[src/rtl/excp_ctrl.sv]
// -----------------------------------------------------------------------------
// excp_ctrl -- trap / mret sequencer for the in-order pipeline.
//
// Samples a committing WB instruction that raised an exception or is an mret.
// An exception runs TRAP (mcause/mepc/mtval writes, flush+stall) and then
// REDIR (redirect to mtvec, flush+stall). An mret runs MRET (redirect to
// mepc, flush only). WB inputs are only looked at while IDLE.
//
// Ports
//   clk, rst                  clock, asynchronous active-high reset
//   wb_valid_i                instruction committing in WB
//   wb_pc_i                   PC of the WB instruction
//   wb_excp_i                 WB instruction raised an exception
//   wb_excp_code_i            exception code (0..15)
//   wb_excp_tval_i            trap value
//   wb_mret_i                 WB instruction is mret
//   mtvec_rdata_i             current mtvec from the CSR file
//   mepc_rdata_i              current mepc from the CSR file
//   mcause_wen_o/_wdata_o     mcause write port
//   mepc_wen_o/_wdata_o       mepc write port
//   mtval_wen_o/_wdata_o      mtval write port
//   flush_o                   kill IF..WB, block CSR writes from WB
//   stall_o                   freeze PC and pipeline registers
//   redirect_valid_o          load redirect_pc_o into the fetch PC
//   redirect_pc_o             redirect target
//
// Handshake: there is no back-pressure. An event is accepted on the clock
// edge where the controller is IDLE and wb_valid_i is high; every other
// sampled WB event is dropped because the pipeline is being flushed.
// -----------------------------------------------------------------------------
`ifndef XLEN
`define XLEN 32
`endif

module excp_ctrl (
  input  logic              clk,
  input  logic              rst,
  input  logic              wb_valid_i,
  input  logic [`XLEN-1:0]  wb_pc_i,
  input  logic              wb_excp_i,
  input  logic [3:0]        wb_excp_code_i,
  input  logic [`XLEN-1:0]  wb_excp_tval_i,
  input  logic              wb_mret_i,
  input  logic [`XLEN-1:0]  mtvec_rdata_i,
  input  logic [`XLEN-1:0]  mepc_rdata_i,
  output logic              mcause_wen_o,
  output logic [`XLEN-1:0]  mcause_wdata_o,
  output logic              mepc_wen_o,
  output logic [`XLEN-1:0]  mepc_wdata_o,
  output logic              mtval_wen_o,
  output logic [`XLEN-1:0]  mtval_wdata_o,
  output logic              flush_o,
  output logic              stall_o,
  output logic              redirect_valid_o,
  output logic [`XLEN-1:0]  redirect_pc_o
);

  typedef enum logic [1:0] {
    S_IDLE  = 2'd0,
    S_TRAP  = 2'd1,
    S_REDIR = 2'd2,
    S_MRET  = 2'd3
  } state_e;

  // Clears the two low bits: targets and mepc are always word aligned.
  localparam logic [`XLEN-1:0] ALIGN_MASK = {{(`XLEN-2){1'b1}}, 2'b00};

  state_e            state_q, state_d;
  logic [`XLEN-1:0]  pc_q;
  logic [`XLEN-1:0]  tval_q;
  logic [3:0]        code_q;
  // One-hot registered phase flags; all outputs decode from these only.
  logic              trap_q, redir_q, mret_q;

  logic              take_excp, take_mret;

  // Exception has priority over mret; both need a valid commit in IDLE.
  assign take_excp = (state_q == S_IDLE) && wb_valid_i && wb_excp_i;
  assign take_mret = (state_q == S_IDLE) && wb_valid_i && !wb_excp_i && wb_mret_i;

  always_comb begin
    state_d = state_q;
    case (state_q)
      S_IDLE: begin
        if (take_excp)      state_d = S_TRAP;
        else if (take_mret) state_d = S_MRET;
      end
      S_TRAP:  state_d = S_REDIR;
      S_REDIR: state_d = S_IDLE;
      S_MRET:  state_d = S_IDLE;
      default: state_d = S_IDLE;
    endcase
  end

  always_ff @(posedge clk or posedge rst) begin
    if (rst) begin
      state_q <= S_IDLE;
      pc_q    <= '0;
      tval_q  <= '0;
      code_q  <= '0;
      trap_q  <= 1'b0;
      redir_q <= 1'b0;
      mret_q  <= 1'b0;
    end else begin
      state_q <= state_d;
      trap_q  <= (state_d == S_TRAP);
      redir_q <= (state_d == S_REDIR);
      mret_q  <= (state_d == S_MRET);
      if (take_excp) begin
        pc_q   <= wb_pc_i;
        tval_q <= wb_excp_tval_i;
        code_q <= wb_excp_code_i;
      end
    end
  end

  // CSR write port: only live during TRAP, zero otherwise.
  assign mcause_wen_o   = trap_q;
  assign mepc_wen_o     = trap_q;
  assign mtval_wen_o    = trap_q;
  assign mcause_wdata_o = trap_q ? {{(`XLEN-4){1'b0}}, code_q} : '0;
  assign mepc_wdata_o   = trap_q ? (pc_q & ALIGN_MASK) : '0;
  assign mtval_wdata_o  = trap_q ? tval_q : '0;

  assign flush_o          = trap_q | redir_q | mret_q;
  assign stall_o          = trap_q | redir_q;
  assign redirect_valid_o = redir_q | mret_q;

  // The CSR read data is taken live so that the mtvec/mepc value written at
  // the previous edge (including the TRAP writes) is the one used.
  always_comb begin
    redirect_pc_o = '0;
    if (redir_q)     redirect_pc_o = mtvec_rdata_i & ALIGN_MASK;
    else if (mret_q) redirect_pc_o = mepc_rdata_i & ALIGN_MASK;
  end

endmodule

[config.mk]
export PLATFORM = sky130hd
export DESIGN_NAME = excp_ctrl
export DESIGN_NICKNAME = d
export VERILOG_FILES = /design/src/rtl/excp_ctrl.sv
export SDC_FILE = /design/constraint.sdc
export NUM_CORES = 1
export LEC_CHECK = 0
export ABC_AREA = 1
export CAP_MARGIN = 20
export CELL_PAD_IN_SITES_DETAIL_PLACEMENT = 1
export CELL_PAD_IN_SITES_GLOBAL_PLACEMENT = 2
export CORE_MARGIN = 5
export CORE_UTILIZATION = 19
export DETAILED_ROUTE_END_ITERATION = 8
export PLACE_DENSITY = 0.86
export SLEW_MARGIN = 40
export SYNTH_ARGS = -nofsm -noshare
export SYNTH_HDL_FRONTEND = slang
export SYNTH_SLANG_ARGS = --single-unit
[constraint.sdc]
create_clock -name clk -period 4.1 [get_ports clk]
set_clock_uncertainty 0.1 [all_clocks]
set_input_delay 0.82 -clock clk [delete_from_list [all_inputs] [get_ports clk]]
set_output_delay 0.82 -clock clk [all_outputs]
set_load 0.1 [all_outputs]
==> summary by stage, run 1 <==
Run status
The flow ran to the end, and the final reports show no timing, DRC or antenna violations.

Global routing
The initial antenna violation count is 3. The sum of overflow across all layers after global routing is 0. The pin count of the biggest net entering global routing is 69. The via count of the first global-routing pass is 4594. The first-pass GRT wire length is 24.4 mm. In the global route stage, overall resource usage came out at 0.124.

STA
Based on the critical path, the design can be clocked at up to 0.362 GHz. For the pin with the worst max-slew slack, the measured transition is 0.780 ns. In the finished design, the share of the clock period the worst path needs comes to 0.674.

The smallest clock period supported by the final layout is computed as 2.76 ns. Setup repair after global routing left no endpoint under its margin. The worst max-slew margin expressed relative to the limit is 0.480. The number of setup violations in the final report is 0.

The number of max-slew violations in the final report is 0. Adding up every negative setup slack in the final design gives 0 ns. The final number of hold-violating endpoints came to 0.

Finish
The register area is 1780 um2. The finished cells cover 6580 um2. After the flow finishes, the layout carries non-filler instances totaling 1075. The net count reported at finish is 931. Of the cells placed in the final design, the portion with a size suffix greater than 1 is 0.166.

Summing all multi-input logic gate instances after layout gives 1710 um2. The final core utilization is 0.311. The growth of design area from synthesis to finish is 60.4%. The layout has 2601 filler cells.

Floorplanning
Measured along the x axis, the die boundary spans 157 um. The die area is 24600 um2. The floorplan step defined a core boundary enclosing 21200 um2.

In this run the core area contains 53 standard-cell rows. The overall die height is 157 um. The number of top-level pins is 271. For this configuration, the core starts out at a cell density of 0.194.

Drt
The routed length per placed instance is 15.0 um. The first routing iteration left 188 violations. Once detail routing completed, the nets flagged for antenna violations numbered 0.

For this run, the detailed router's first-pass iteration total came to 4. Using the TritonRoute via totals, the vias-per-cell ratio works out to 4.15. Detailed routing inserted a total of 4457 vias.

The number of DRC violations after detailed routing is 0. The final routed wirelength across all metal layers is 16.2 mm.

Placement
The congestion estimate from routability-driven global placement came to 0.714. After detailed placement, the total cell area comes to 6250 um2. After legalization and detailed placement, the total HPWL measured 11.5 mm. During placement, the flow inserted port buffers numbering 232. The number of placed instances, taps included is 1058.

CTS
The H-tree generated during clock tree synthesis spans 3 levels. The clock tree root driver cell is sky130_fd_sc_hd__clkbuf_16. Gates resized during post-CTS repair numbered 0. Once the clock tree was built, the setup fixing pass inserted 0 buffers. For this design, the CTS-stage hold fixing added 0 buffers. The worst-case clock buffer depth is 2. The number of CTS-inserted buffers is 9. The number of clock sinks seen by CTS is 71. The latest clock arrival within the worst-skew pair is 0.33 ns. The TritonCTS clock tree is built. The clock-pin slew reported for the worst setup and hold paths after clock tree synthesis is 0.05 ns.

Power
In this run the power density over the cells is 549 nW/um2. For this design the static power due to leakage is 3.81 nW. The worst-case IR drop observed on VDD is 0.000145 V. Summing internal, switching and leakage power gives 3.61 mW.

Min path
The worst hold path begins at tval_q[5]. The worst hold path terminates at tval_q[5]. The worst hold path was traced through 2 stages. The type of the most critical hold path is register to register.

Worst setup path
The critical path startpoint is mcause_wen_o. The worst setup path is of the register to primary output kind. The element type at the critical path start is a register. The startpoint of the worst register-to-register path is state_q[1]. The data arrival time of the worst path is 1.84 ns.

The count of cells along the worst register-to-register path is 5. In this run the critical register-to-register path is captured at pc_q[6]. The worst endpoint required time is 3.18 ns.

Of all nets on the critical path, the largest fanout is 43. The nature of the critical path endpoint is a primary output. The setup slack of the worst register-to-register path is 2.11 ns.

Synthesis
The count of yosys warnings during synthesis is 0. The number of instances in the synthesized netlist is 591. The portion of synthesized cell area occupied by the leading cell type is 0.433. Yosys mapped the design onto 14 distinct sky130hd cell types.

Sorting the synthesized cells by area gives the leading types as sky130_fd_sc_hd__dfrtp_1 43%, sky130_fd_sc_hd__nand2_1 24%, sky130_fd_sc_hd__nand4_1 10%, sky130_fd_sc_hd__inv_1 6.9%, sky130_fd_sc_hd__buf_4 6.4%. In this run the cell area of the synthesized design comes to 4100 um2. A synthesized cell averages 6.94 um2. The number of storage elements in the synthesis netlist is 71. The top cell type by total area after synthesis is sky130_fd_sc_hd__dfrtp_1. The register area share after synthesis is 0.433.

Run
The number of max-cap violations is 0.
## layout make-up
type | count | area share
Tap cell | 275 | 0.0523
Sequential cell | 71 | 0.270
Antenna cell | 1 | 0.000380
Clock buffer | 13 | 0.0395
Timing Repair Buffer | 241 | 0.325
Inverter | 75 | 0.0435
Clock inverter | 3 | 0.00988
Multi-Input combinational cell | 396 | 0.259
## sequential cells by signal (all words and copies together), names as in the netlist
name,count
code_q,4
state_q,2
redir_q,1
mcause_wen_o,1
pc_q,30
tval_q,32
mret_q,1
## worst max-delay path by stage
| stage | cells past startpoint | slack, ns | to |
|---|---|---|---|
| after floorplan | 4 | 1.05 | mcause_wdata_o[0] |
| after global placement | 4 | 1.36 | redirect_pc_o[20] |
| after detailed placement | 4 | 1.38 | redirect_pc_o[27] |
| after CTS | 4 | 1.28 | mtval_wdata_o[19] |
| after global routing | 4 | 1.19 | mtval_wdata_o[19] |
| final | 4 | 1.34 | mtval_wdata_o[19] |
## routing by layer
metal	vias to the layer above	track usage	wire (um)
met2	180	0.216	7800
met5	-	0	27
met4	4	0.0455	320
met1	2080	0.143	6380
li1	2171	-	-
met3	22	0.0404	1620
## Yosys cell counts, drive strengths merged
cell type and instances:
nand3 33, nand2 262, conb 1, buf 58, inv 75, nor2 2, dfrtp 71, clkbuf 22
nand4 67
## stage by stage
stage | hold slack [ns] | worst slack, ns
2_1_floorplan | 0.342 | 1.05
5_1_grt | 0.385 | 1.19
3_5_place_dp | 0.359 | 1.38
4_1_cts | 0.373 | 1.28
6_report | 0.370 | 1.34
3_3_place_gp | 0.353 | 1.36
## logic make-up (layout without fill, tap and decap cells)
group	Yosys count	after routing	synth area share
AND/OR/NAND/NOR	364	364	0.387
buffers and inverters	155	332	0.179
other	1	33	0.000914
flip-flops	71	71	0.433
## placed cells by master (no fill, tap or decap), drive strengths merged
cell type,count
dfrtp,71
inv,74
clkbuf,13
nor2,2
nand2,262
diode,1
conb,32
bufinv,2
nand4,67
clkdlybuf4s50,128
buf,113
nand3,33
clkinv,2
## where the power goes
group | switching [mW] | internal [mW]
clock | 0.305 | 0.566
combinational | 1.28 | 0.389
sequential | 0.137 | 0.932
## worst max-delay path, stage by stage, from the launching register on
cell and delay (ns):
sky130_fd_sc_hd__dfrtp_2 0.73, sky130_fd_sc_hd__buf_12 0.28, sky130_fd_sc_hd__nand2_1 0.08, sky130_fd_sc_hd__inv_1 0.07, sky130_fd_sc_hd__buf_4 0.29
(Power assumes the default switching activity.)
==> run 2: changes to the inputs <==
--- a/config.mk
+++ b/config.mk
@@ -10,9 +10,9 @@
 export CELL_PAD_IN_SITES_DETAIL_PLACEMENT = 1
 export CELL_PAD_IN_SITES_GLOBAL_PLACEMENT = 2
 export CORE_MARGIN = 5
-export CORE_UTILIZATION = 19
+export CORE_UTILIZATION = 16
 export DETAILED_ROUTE_END_ITERATION = 8
-export PLACE_DENSITY = 0.86
+export PLACE_DENSITY = 0.77
 export SLEW_MARGIN = 40
 export SYNTH_ARGS = -nofsm -noshare
 export SYNTH_HDL_FRONTEND = slang
==> constraint.sdc (replaced) <==
create_clock -name clk -period 2.53 [get_ports clk]
set_clock_uncertainty 0.1 [all_clocks]
set_input_delay 0.506 -clock clk [delete_from_list [all_inputs] [get_ports clk]]
set_output_delay 0.506 -clock clk [all_outputs]
set_load 0.1 [all_outputs]
==> run 2 against run 1 <==
Effect of this change:
- total power grew 72%
- utilization rose by 0.32 points
- global-route usage down 0.59 points
- register-to-register slack got worse by 1.3 ns
- largest power group unchanged
- combinational power grew 98%
- critical path depth increased by 1
- routed wire length grew 10%
==> summary by stage, run 2 (synthesis gave the netlist of run 1 again) <==
Run status
The flow ran to the end, and the final reports show no timing, DRC or antenna violations.

Drt
The via total after detailed routing is 4545. The mean number of vias per cell is 4.02. The first routing iteration left 162 violations. The number of nets with antenna violations after routing is 0.

The final routed wirelength across all metal layers is 17.8 mm. For this run, design rule violations remaining after detail routing come to 0. The number of search-and-repair iterations in the first detailed-routing pass is 4. In the final routed layout, each cell accounts on average for 15.8 um.

STA
The number of max-slew violations in the final report is 0. The final number of hold-violating endpoints is 0. The maximum clock frequency is 0.455 GHz.

At the pin with the least slew margin, the transition time is 0.861 ns. In the finished design, the share of the clock period the worst path needs comes to 0.868. Counting I/O delays and the setup requirement, the final critical path takes 2.20 ns. Setup repair after global routing left no endpoint under its margin. The number of setup violations in the final report is 0. The worst pin sits at a relative slew slack of 0.426. Summed over all failing endpoints, the final setup total negative slack is 0 ns.

Floorplanning
In this run the vertical extent of the chip is 170 um. From left edge to right edge, the die measures 170 um. The initial standard-cell utilization of the core is 0.163. For this design the top-level I/O count stands at 271. The core region is 25300 um2.

The floorplan has 58 rows. The die area is 29000 um2.

Finish
The register area is 1780 um2. The largest registers in the layout are tval_q x32, pc_q x30, code_q x4. The multi-input gate area in the final layout is 1720 um2.

The register with the most flip-flops in the layout has 32 of them. Counting the fill cells in the layout gives 2979. Ranked by flip-flop count, first place goes to tval_q. The final core utilization is 0.314. The repair_antennas step left the layout with diodes totalling 0. The library cells used most frequently in the layout, excluding fill and tap cells, are 262 x sky130_fd_sc_hd__nand2_1, 128 x sky130_fd_sc_hd__clkdlybuf4s50_1, 106 x sky130_fd_sc_hd__buf_12, 74 x sky130_fd_sc_hd__inv_1, 70 x sky130_fd_sc_hd__dfrtp_1. The net count reported at finish is 935.

From synthesis to final layout, the design area changed by 93.4%. The design area is 7940 um2. In the final layout, the share of cells above drive strength 1 is 0.166. The most common cell after layout, fill and taps aside is sky130_fd_sc_hd__nand2_1.

CTS
The number of hold buffers added after cts is 0. The level count of the clock H-tree is 3. The latest clock arrival within the worst-skew pair is 0.32 ns.

The TritonCTS clock tree is built. The clock-pin slew reported for the worst setup and hold paths after clock tree synthesis is 0.06 ns. The buffers inserted during post-CTS setup optimization is 0. Counting along the longest clock path gives a buffer depth of 2. Clock tree synthesis inserted a total of 9 buffers. The post-cts resize count is 0. The tree is rooted in a sky130_fd_sc_hd__clkbuf_16.

Counting every sink on the clock net gives 71.

Worst setup path
The number of buffers and inverters on the critical path is 3. The maximum cell stage delay along the critical path is 0.37 ns. The signal on the critical path passes through inv_1 -> buf_4 -> nand3_1 -> nand2_1 -> buf_12.

The element type at the critical path start is a register. The worst setup path is captured at a primary output. For the worst setup path, the data required time is 1.92 ns. Data on the critical path arrives at its endpoint at 1.59 ns.

The kind of cell with the highest combined delay along the critical path is buffers and inverters. The type of the worst setup path is register to primary output. Among all stages on the critical path, the largest delay is contributed by sky130_fd_sc_hd__dfrtp_1. The most critical setup path has its startpoint at redir_q.

The startpoint identified for the worst register-to-register timing path is state_q[1]. In this run the worst path has a maximum fanout of 33.

Min path
The hold path startpoint is pc_q[7]. The type of the most critical hold path is register to register.

Global routing
Entering global routing, the biggest net connects 69 pins. The sum of overflow across all layers after global routing is 0. The initial antenna violation count is 1. In the global route stage, overall resource usage came out at 0.118.

The via count of the first global-routing pass is 4646. The first global-routing pass estimated 27.0 mm of wire.

Power
Power spread over the standard cell area amounts to 782 nW/um2. Summed over all cells, the static leakage comes to 4.13 nW. IR analysis of the VDD net gives a maximum drop of 0.000293 V.

Placement
In this run the tool buffered the top-level ports with 232 buffer cells. In this run the cell area measured after placement is 7650 um2. The final RePlAce weighted congestion is 0.739. Once detailed placement completed, the half-perimeter wirelength came to 12.5 mm.

Run
The tool flagged a number of max-cap violations equal to 0.
## run 2: cell count changes in the layout (fill, tap and decap cells not counted)
cell / previous run / this run
sky130_fd_sc_hd__buf_12: 1 / 106
sky130_fd_sc_hd__buf_4: 110 / 8
sky130_fd_sc_hd__buf_6: 0 / 1
sky130_fd_sc_hd__bufinv_16: 2 / 0
sky130_fd_sc_hd__clkinv_2: 1 / 2
sky130_fd_sc_hd__clkinv_4: 1 / 0
sky130_fd_sc_hd__dfrtp_1: 69 / 70
sky130_fd_sc_hd__dfrtp_2: 2 / 1
sky130_fd_sc_hd__diode_2: 1 / 0
sky130_fd_sc_hd__inv_1: 73 / 74
sky130_fd_sc_hd__inv_2: 1 / 0
sky130_fd_sc_hd__nand3_2: 1 / 0
sky130_fd_sc_hd__nand3_4: 0 / 1
## run 2: cell type report
class | count | area share
well taps | 330 | 0.0520
repair buffers | 245 | 0.439
clock buffers | 13 | 0.0328
multi-input cells | 396 | 0.216
inverters | 75 | 0.0356
flip-flops and latches | 71 | 0.224
clock inverters | 1 | 0.000630
## run 2: power breakdown
group	leakage, nW	switching (mW)	internal, mW
Sequential	0.885	0.196	1.51
Combinational	3.11	2.22	1.08
Clock	0.132	0.495	0.707
## run 2: routing by layer
metal  up-vias  GRT usage  share of wire
met5         -          0        0.00073
met1      2179      0.153           0.43
met3        10     0.0458          0.095
met4         2     0.0219         0.0074
met2       181      0.191           0.47
li1       2173          -              -
## run 2: worst paths after layout
check	endpoint	slack, ns	depth (start not counted)
min in group asynchronous	code_q[1]	0.44	2
max in group asynchronous	tval_q[0]	1.26	3
worst max-delay path	redirect_pc_o[2]	0.33	5
worst max register to register	pc_q[6]	0.82	5
worst min-delay path	pc_q[7]	0.37	2
worst min register to register	pc_q[7]	0.37	2
## run 2: worst min-delay path: stages, from the launching register on
cell                      delay, ns
sky130_fd_sc_hd__dfrtp_1       0.34
sky130_fd_sc_hd__nand2_1       0.05
sky130_fd_sc_hd__nand2_1       0.04
## run 2: stage by stage
step	cells	power, mW	worst slack (ns)	hold WS (ns)
final	1131	6.21	0.333	0.370
after global routing	1131	6.58	0.216	0.395
after CTS	1130	6.31	0.283	0.373
after detailed placement	1116	5.05	0.455	0.359
after global placement	1116	5.01	0.458	0.353
after floorplan	622	3.82	-0.0311	0.342
==> run 3: changes to the inputs <==
--- a/config.mk
+++ b/config.mk
@@ -6,7 +6,7 @@
 export NUM_CORES = 1
 export LEC_CHECK = 0
 export ABC_AREA = 1
-export CAP_MARGIN = 20
+export CAP_MARGIN = 25
 export CELL_PAD_IN_SITES_DETAIL_PLACEMENT = 1
 export CELL_PAD_IN_SITES_GLOBAL_PLACEMENT = 2
 export CORE_MARGIN = 5
==> results of run 3 <==
No change in the layout: final DEF, timing and power equal those of run 2.
